`config.mk`:
```
export PLATFORM = sky130hd
export DESIGN_NAME = wb_dcache_mem_bridge_flat
export DESIGN_NICKNAME = d
export VERILOG_FILES = /design/src/rtl/wb_dcache_mem_bridge_if.sv /design/src/rtl/wb_dcache_mem_bridge.sv /design/src/flat_wrapper.sv
export SDC_FILE = /design/constraint.sdc
export NUM_CORES = 1
export LEC_CHECK = 0
export CORE_MARGIN = 2
export CORE_UTILIZATION = 28
export CTS_BUF_LIST = sky130_fd_sc_hd__clkbuf_4 sky130_fd_sc_hd__clkbuf_8 sky130_fd_sc_hd__clkbuf_16
export DETAILED_ROUTE_END_ITERATION = 10
export PLACE_DENSITY_LB_ADDON = 0.12
export RECOVER_POWER = 100
export SLEW_MARGIN = 20
export SYNTH_ARGS = -nofsm -noshare
export SYNTH_HDL_FRONTEND = slang
export SYNTH_SLANG_ARGS = --single-unit
```
`constraint.sdc`:
```
create_clock -name clk_i -period 6.54 [get_ports clk_i]
set_input_delay 1.308 -clock clk_i [delete_from_list [all_inputs] [get_ports clk_i]]
set_output_delay 1.308 -clock clk_i [all_outputs]
set_load 0.005 [all_outputs]
```
`src/rtl/wb_dcache_mem_bridge_if.sv`:
```
// Single-beat memory bus between the dcache bridge and data memory.
// The bridge is the master; the memory (or its model) is the slave.
interface wb_dcache_mem_bridge_if #(
    parameter int ADDR_WIDTH = 32,
    parameter int BUS_WIDTH  = 32
) ();
    logic                   stb;
    logic                   we;
    logic [ADDR_WIDTH-1:0]  addr;
    logic [BUS_WIDTH-1:0]   wdata;
    logic [BUS_WIDTH/8-1:0] sel;
    logic [BUS_WIDTH-1:0]   rdata;
    logic                   ack;
    logic                   err;

    modport master (
        output stb, we, addr, wdata, sel,
        input  rdata, ack, err
    );

    modport slave (
        input  stb, we, addr, wdata, sel,
        output rdata, ack, err
    );
endinterface

```
`src/rtl/wb_dcache_mem_bridge.sv`:
```
// Serialises one cache-line fill or write-back into single-beat bus
// transfers and returns the assembled line with a one-cycle ack.
module wb_dcache_mem_bridge #(
    parameter int ADDR_WIDTH = 32,
    parameter int LINE_WIDTH = 128,
    parameter int BUS_WIDTH  = 32
) (
    input  logic                  clk_i,
    input  logic                  rst_i,
    input  logic                  dcache2mem_req_i,
    input  logic                  dcache2mem_we_i,
    input  logic [ADDR_WIDTH-1:0] dcache2mem_addr_i,
    input  logic [LINE_WIDTH-1:0] dcache2mem_data_i,
    output logic                  mem2dcache_ack_o,
    output logic                  mem2dcache_err_o,
    output logic [LINE_WIDTH-1:0] mem2dcache_data_o,
    wb_dcache_mem_bridge_if.master mem
);
    localparam int BEATS = LINE_WIDTH / BUS_WIDTH;
    localparam int BCW   = (BEATS > 1) ? $clog2(BEATS) : 1;
    localparam int BOFF  = $clog2(BUS_WIDTH / 8);
    localparam logic [BCW-1:0] LAST = BCW'(BEATS - 1);
    localparam logic [ADDR_WIDTH-1:0] OFF_MASK = ADDR_WIDTH'(LINE_WIDTH / 8 - 1);

    typedef enum logic [1:0] {IDLE, BURST, DONE} state_e;

    state_e                  state_q, state_d;
    logic                    we_q, we_d;
    logic [ADDR_WIDTH-1:0]   base_q, base_d;
    logic [BCW-1:0]          beat_q, beat_d;
    logic [LINE_WIDTH-1:0]   line_q, line_d;
    logic                    stb_q, stb_d;
    logic                    mwe_q, mwe_d;
    logic [ADDR_WIDTH-1:0]   addr_q, addr_d;
    logic [BUS_WIDTH-1:0]    wdata_q, wdata_d;
    logic [BUS_WIDTH/8-1:0]  sel_q, sel_d;
    logic                    ack_q, ack_d;
    logic                    err_q, err_d;

    logic [ADDR_WIDTH-1:0]   acc_addr;
    logic [BCW-1:0]          beat_nxt;

    assign acc_addr = dcache2mem_addr_i & ~OFF_MASK;
    assign beat_nxt = beat_q + BCW'(1);

    always_comb begin
        state_d = state_q;
        we_d    = we_q;
        base_d  = base_q;
        beat_d  = beat_q;
        line_d  = line_q;
        stb_d   = stb_q;
        mwe_d   = mwe_q;
        addr_d  = addr_q;
        wdata_d = wdata_q;
        sel_d   = sel_q;
        ack_d   = 1'b0;
        err_d   = 1'b0;
        unique case (state_q)
            IDLE: begin
                if (dcache2mem_req_i) begin
                    state_d = BURST;
                    we_d    = dcache2mem_we_i;
                    base_d  = acc_addr;
                    beat_d  = '0;
                    // Fill lines start cleared so aborted words read as zero
                    line_d  = dcache2mem_we_i ? dcache2mem_data_i : '0;
                    stb_d   = 1'b1;
                    mwe_d   = dcache2mem_we_i;
                    addr_d  = acc_addr;
                    wdata_d = dcache2mem_data_i[BUS_WIDTH-1:0];
                    sel_d   = '1;
                end
            end
            BURST: begin
                if (mem.err || (mem.ack && beat_q == LAST)) begin
                    if (!mem.err && !we_q)
                        line_d[BUS_WIDTH*beat_q +: BUS_WIDTH] = mem.rdata;
                    state_d = DONE;
                    ack_d   = 1'b1;
                    err_d   = mem.err;
                    stb_d   = 1'b0;
                    mwe_d   = 1'b0;
                    addr_d  = '0;
                    wdata_d = '0;
                    sel_d   = '0;
                end else if (mem.ack) begin
                    if (!we_q)
                        line_d[BUS_WIDTH*beat_q +: BUS_WIDTH] = mem.rdata;
                    beat_d  = beat_nxt;
                    addr_d  = base_q | (ADDR_WIDTH'(beat_nxt) << BOFF);
                    wdata_d = line_q[BUS_WIDTH*beat_nxt +: BUS_WIDTH];
                end
            end
            DONE: state_d = IDLE;
            default: state_d = IDLE;
        endcase
    end

    always_ff @(posedge clk_i) begin
        if (rst_i) begin
            state_q <= IDLE;
            we_q    <= 1'b0;
            base_q  <= '0;
            beat_q  <= '0;
            line_q  <= '0;
            stb_q   <= 1'b0;
            mwe_q   <= 1'b0;
            addr_q  <= '0;
            wdata_q <= '0;
            sel_q   <= '0;
            ack_q   <= 1'b0;
            err_q   <= 1'b0;
        end else begin
            state_q <= state_d;
            we_q    <= we_d;
            base_q  <= base_d;
            beat_q  <= beat_d;
            line_q  <= line_d;
            stb_q   <= stb_d;
            mwe_q   <= mwe_d;
            addr_q  <= addr_d;
            wdata_q <= wdata_d;
            sel_q   <= sel_d;
            ack_q   <= ack_d;
            err_q   <= err_d;
        end
    end

    assign mem.stb           = stb_q;
    assign mem.we            = mwe_q;
    assign mem.addr          = addr_q;
    assign mem.wdata         = wdata_q;
    assign mem.sel           = sel_q;
    assign mem2dcache_ack_o  = ack_q;
    assign mem2dcache_err_o  = err_q;
    assign mem2dcache_data_o = line_q;
endmodule
```
`src/flat_wrapper.sv`:
```
// flat-port wrapper written by rule: the top's interface ports become plain ports
module wb_dcache_mem_bridge_flat 
#(
    parameter int ADDR_WIDTH = 32,
    parameter int LINE_WIDTH = 128,
    parameter int BUS_WIDTH  = 32
)
  (clk_i, rst_i, dcache2mem_req_i, dcache2mem_we_i, dcache2mem_addr_i, dcache2mem_data_i, mem2dcache_ack_o, mem2dcache_err_o, mem2dcache_data_o, mem_stb, mem_we, mem_addr, mem_wdata, mem_sel, mem_rdata, mem_ack, mem_err);
  wb_dcache_mem_bridge_if #(.ADDR_WIDTH(ADDR_WIDTH), .BUS_WIDTH(BUS_WIDTH)) mem_i ();
  input  logic clk_i;
  input  logic rst_i;
  input  logic dcache2mem_req_i;
  input  logic dcache2mem_we_i;
  input  logic [ADDR_WIDTH-1:0] dcache2mem_addr_i;
  input  logic [LINE_WIDTH-1:0] dcache2mem_data_i;
  output logic mem2dcache_ack_o;
  output logic mem2dcache_err_o;
  output logic [LINE_WIDTH-1:0] mem2dcache_data_o;
  output wire logic [$bits(mem_i.stb)-1:0] mem_stb;
  output wire logic [$bits(mem_i.we)-1:0] mem_we;
  output wire logic [$bits(mem_i.addr)-1:0] mem_addr;
  output wire logic [$bits(mem_i.wdata)-1:0] mem_wdata;
  output wire logic [$bits(mem_i.sel)-1:0] mem_sel;
  input wire logic [$bits(mem_i.rdata)-1:0] mem_rdata;
  input wire logic [$bits(mem_i.ack)-1:0] mem_ack;
  input wire logic [$bits(mem_i.err)-1:0] mem_err;
  assign mem_stb = mem_i.stb;
  assign mem_we = mem_i.we;
  assign mem_addr = mem_i.addr;
  assign mem_wdata = mem_i.wdata;
  assign mem_sel = mem_i.sel;
  assign mem_i.rdata = mem_rdata;
  assign mem_i.ack = mem_ack;
  assign mem_i.err = mem_err;
  wb_dcache_mem_bridge #(.ADDR_WIDTH(ADDR_WIDTH), .LINE_WIDTH(LINE_WIDTH), .BUS_WIDTH(BUS_WIDTH)) u_core (.clk_i(clk_i), .rst_i(rst_i), .dcache2mem_req_i(dcache2mem_req_i), .dcache2mem_we_i(dcache2mem_we_i), .dcache2mem_addr_i(dcache2mem_addr_i), .dcache2mem_data_i(dcache2mem_data_i), .mem2dcache_ack_o(mem2dcache_ack_o), .mem2dcache_err_o(mem2dcache_err_o), .mem2dcache_data_o(mem2dcache_data_o), .mem(mem_i));
endmodule
```
==> flow_summary.toml <==
[status]
outcome = "finished with violations"
violations = "max-capacitance violations, max-slew violations"

[setup_path]
arrival_ns = 5.53
critPathRequiredTime_ns = 7.01
critPathKind = "flop to flop"
cp_max_fo = 38
start_kind = "flop"
worst_setup_path_end_kind = "flop"

[logic_synthesis]
avgSynthCellArea_um2 = 9.72
synth-seq-area-share = 0.426
synth_simple_gate_area_frac = 0.197
synth_top_area_share = 0.426
syn_inst = 1098
synth-xor-area-share = 0
syn_area_um2 = 10700
yosys.area.top_type = "dfxtp_1"
synth_area_leaders = "dfxtp_1, a221oi_2, nor3_1"
synthDistinctLibCells = 34
synth.area.mux_share = 0.0685
ys.warnings.count = 0
ys_ff_latch = 227
synth_compound_area_frac = 0.244
synth_fa_ha_area_frac = 0.00586
synth_top_family_by_area = "compound AO/OA/AOI/OAI gates"

[drt]
wl_um = 47900
antenna_left = 0
drtPass1Iterations = 5
wire_per_inst_um = 24.6
num_vias = 10500
drc = 0
via_per_inst = 5.39
drt_iter0_markers = 622

[timing]
drv_slew = 116
fin_ws_ns = 1.48
period_needed_ns = 5.06
rsz0062_at_grt = "no"
fmax_mhz = 198
setup_viol = 0
fin_setup_tns_ns = 0
hold_viol = 0
max_slew_margin = -0.370
tightestPinTransition_ns = 2.06
period_share = 0.773
fin_skew_ns = 0.00794

[power]
ir_worst_vdd_uv = 186
power_leakage_nw = 5.96
swShare = 0.288
power.internal_w = 0.00300
p_comb_frac = 0.222
finalPower_w = 0.00421
clkPwrFrac = 0.393
seqPwrFrac = 0.385
p_sw_w = 0.00121
p_per_area_nw_per_um2 = 274

[placed_design]
placedCellCount = 1894
portBuffers = 391
dp_hpwl_um = 30200
gp_congestion = 0.784
place_ws_ns = 2.23

[cts]
worst_setup_hold_path_clk_slew_ns = 0.06
clockRootBuffer = "clkbuf_16"
clk-insertion-delay-late_ns = 0.55
post_cts_buffers = 0
cts_sinks = 227
cts_tree = "built"
cts.htree.levels = 1
postCtsHoldBufs = 0
cts_max_path_buffers = 3
cts_inserted_buffers = 29
cts_resized = 0

[cells_and_area]
nNetsFinal = 1618
syn_to_final_growth_pct = 44.1
final_layout_size_suffix_gt1_frac = 0.102
utilization = 0.409
fin_cells = 1949

[global_route]
grt_first_pass_wirelength_um = 69500
grt_max_degree = 129
grt_pass1_vias = 10500
antenna_found_initial = 6
grtUsageTotal = 0.234
grt.overflow.total = 0

[die]
core_area_um2 = 37600
die_area_um2 = 39700
io-pin-count = 398
fp.dieW_um = 199
rows = 71
initial_utilization = 0.284
die_h_um = 199

[job]
drv_cap = 5

[min_path]
worstHoldPathType = "flop to flop"
cell usage in the layout (no fill, tap or decap), types with 2 or more instances in the layout:
master / instances
dfxtp_1: 226
dlygate4sd3_1: 199
clkdlybuf4s50_1: 191
nor2_1: 190
nor3_1: 182
a221oi_1: 169
nand2_1: 61
a21oi_1: 40
mux4_2: 32
clkbuf_16: 29
a221oi_2: 19
buf_4: 14
nor3_2: 10
clkbuf_8: 9
clkbuf_4: 7
inv_1: 5
ha_1: 5
clkbuf_1: 4
diode_2: 3
a221o_2: 3
a221oi_4: 3
nand4bb_1: 2
nor4b_4: 2
nand3_1: 2
o21ai_0: 2
conb_1: 2
bufinv_16: 2
clkinv_2: 2
buf_12: 2
logic make-up after synthesis:
kind of cell               Yosys count
AOI/OAI and AO/OA                  241
DFF                                227
buffers and inverters              132
and+or+nand+nor                    459
other                                1
muxes                               33
adders and majority gates            5
power groups by stage:
stage               clock (W)  sequential (W)  combinational, W
floorplan                   0         0.00163          0.000464
finish                0.00165         0.00162          0.000933
global placement            0         0.00165           0.00103
CTS                   0.00169         0.00163           0.00103
detailed placement          0         0.00166           0.00103
global route          0.00175         0.00164           0.00101
metal layers:
| metal | wire (um) | GRT usage | up-vias |
|---|---|---|---|
| li1 | - | - | 4804 |
| met1 | 19600 | 0.287 | 5190 |
| met2 | 23000 | 0.400 | 426 |
| met3 | 4020 | 0.0675 | 85 |
| met4 | 1160 | 0.0644 | 6 |
| met5 | 42 | 0 | - |
final timing paths:
check                                      end  cells past startpoint  slack, ns               start
setup / recovery  u_core.mem2dcache_data_o[66]                      7       1.48    u_core.beat_q[0]
hold / removal              u_core.mem.addr[2]                      2       0.45  u_core.mem.addr[2]
setup reg to reg  u_core.mem2dcache_data_o[66]                      7       1.48    u_core.beat_q[0]
hold reg to reg             u_core.mem.addr[2]                      2       0.45  u_core.mem.addr[2]
synth_stat cells:
library cell	n
dfxtp_1	227
nor2_1	191
nor3_1	181
a221oi_2	103
a221oi_1	88
buf_2	71
nand2_1	61
clkbuf_1	45
a21oi_1	39
mux4_2	32
nor3_2	12
buf_4	10
ha_1	5
inv_1	5
a221o_1	3
and2_1	3
nand2b_1	2
nand3_1	2
nand4bb_1	2
o21ai_0	2
a211o_1	1
a211oi_2	1
a21o_1	1
a21oi_2	1
buf_1	1
conb_1	1
mux2i_1	1
nor2b_1	1
nor3b_2	1
nor4b_2	1
nor4b_4	1
o211ai_1	1
o21bai_1	1
or3b_1	1
stage by stage:
step                instance area, um2  hold slack [ns]
finish                           15400            0.452
detailed placement               14900            0.446
global route                     15400            0.470
global placement                 14900            0.443
CTS                              15900            0.454
floorplan                        10700            0.432
flip-flops by register name (all words and copies together) (netlist names):
name                      count
u_core.we_q                   1
u_core.mem.sel                1
u_core.mem.wdata             32
u_core.mem.addr              30
u_core.mem2dcache_ack_o       1
u_core.beat_q                 2
u_core.base_q                28
u_core.state_q                2
u_core.mem.we                 1
u_core.mem2dcache_err_o       1
u_core.mem2dcache_data_o    128
cell type report:
cell class / count / area (um2)
fillers: 3816 / 22200
multi-input cells: 740 / 5070
flip-flops and latches: 227 / 4550
repair buffers: 412 / 4100
clock buffers: 45 / 902
well taps: 511 / 639
clock inverters: 6 / 87.6
inverters: 5 / 18.8
diodes: 3 / 7.51
critical path: stages, from the launching register on:
cell	delay [ns]
dfxtp_4	0.96
inv_1	0.41
ha_1	0.78
nand4bb_1	0.27
nor3_1	1.54
buf_4	0.59
a221oi_1	0.14
nor3_1	0.24
(Power assumes the default switching activity.)
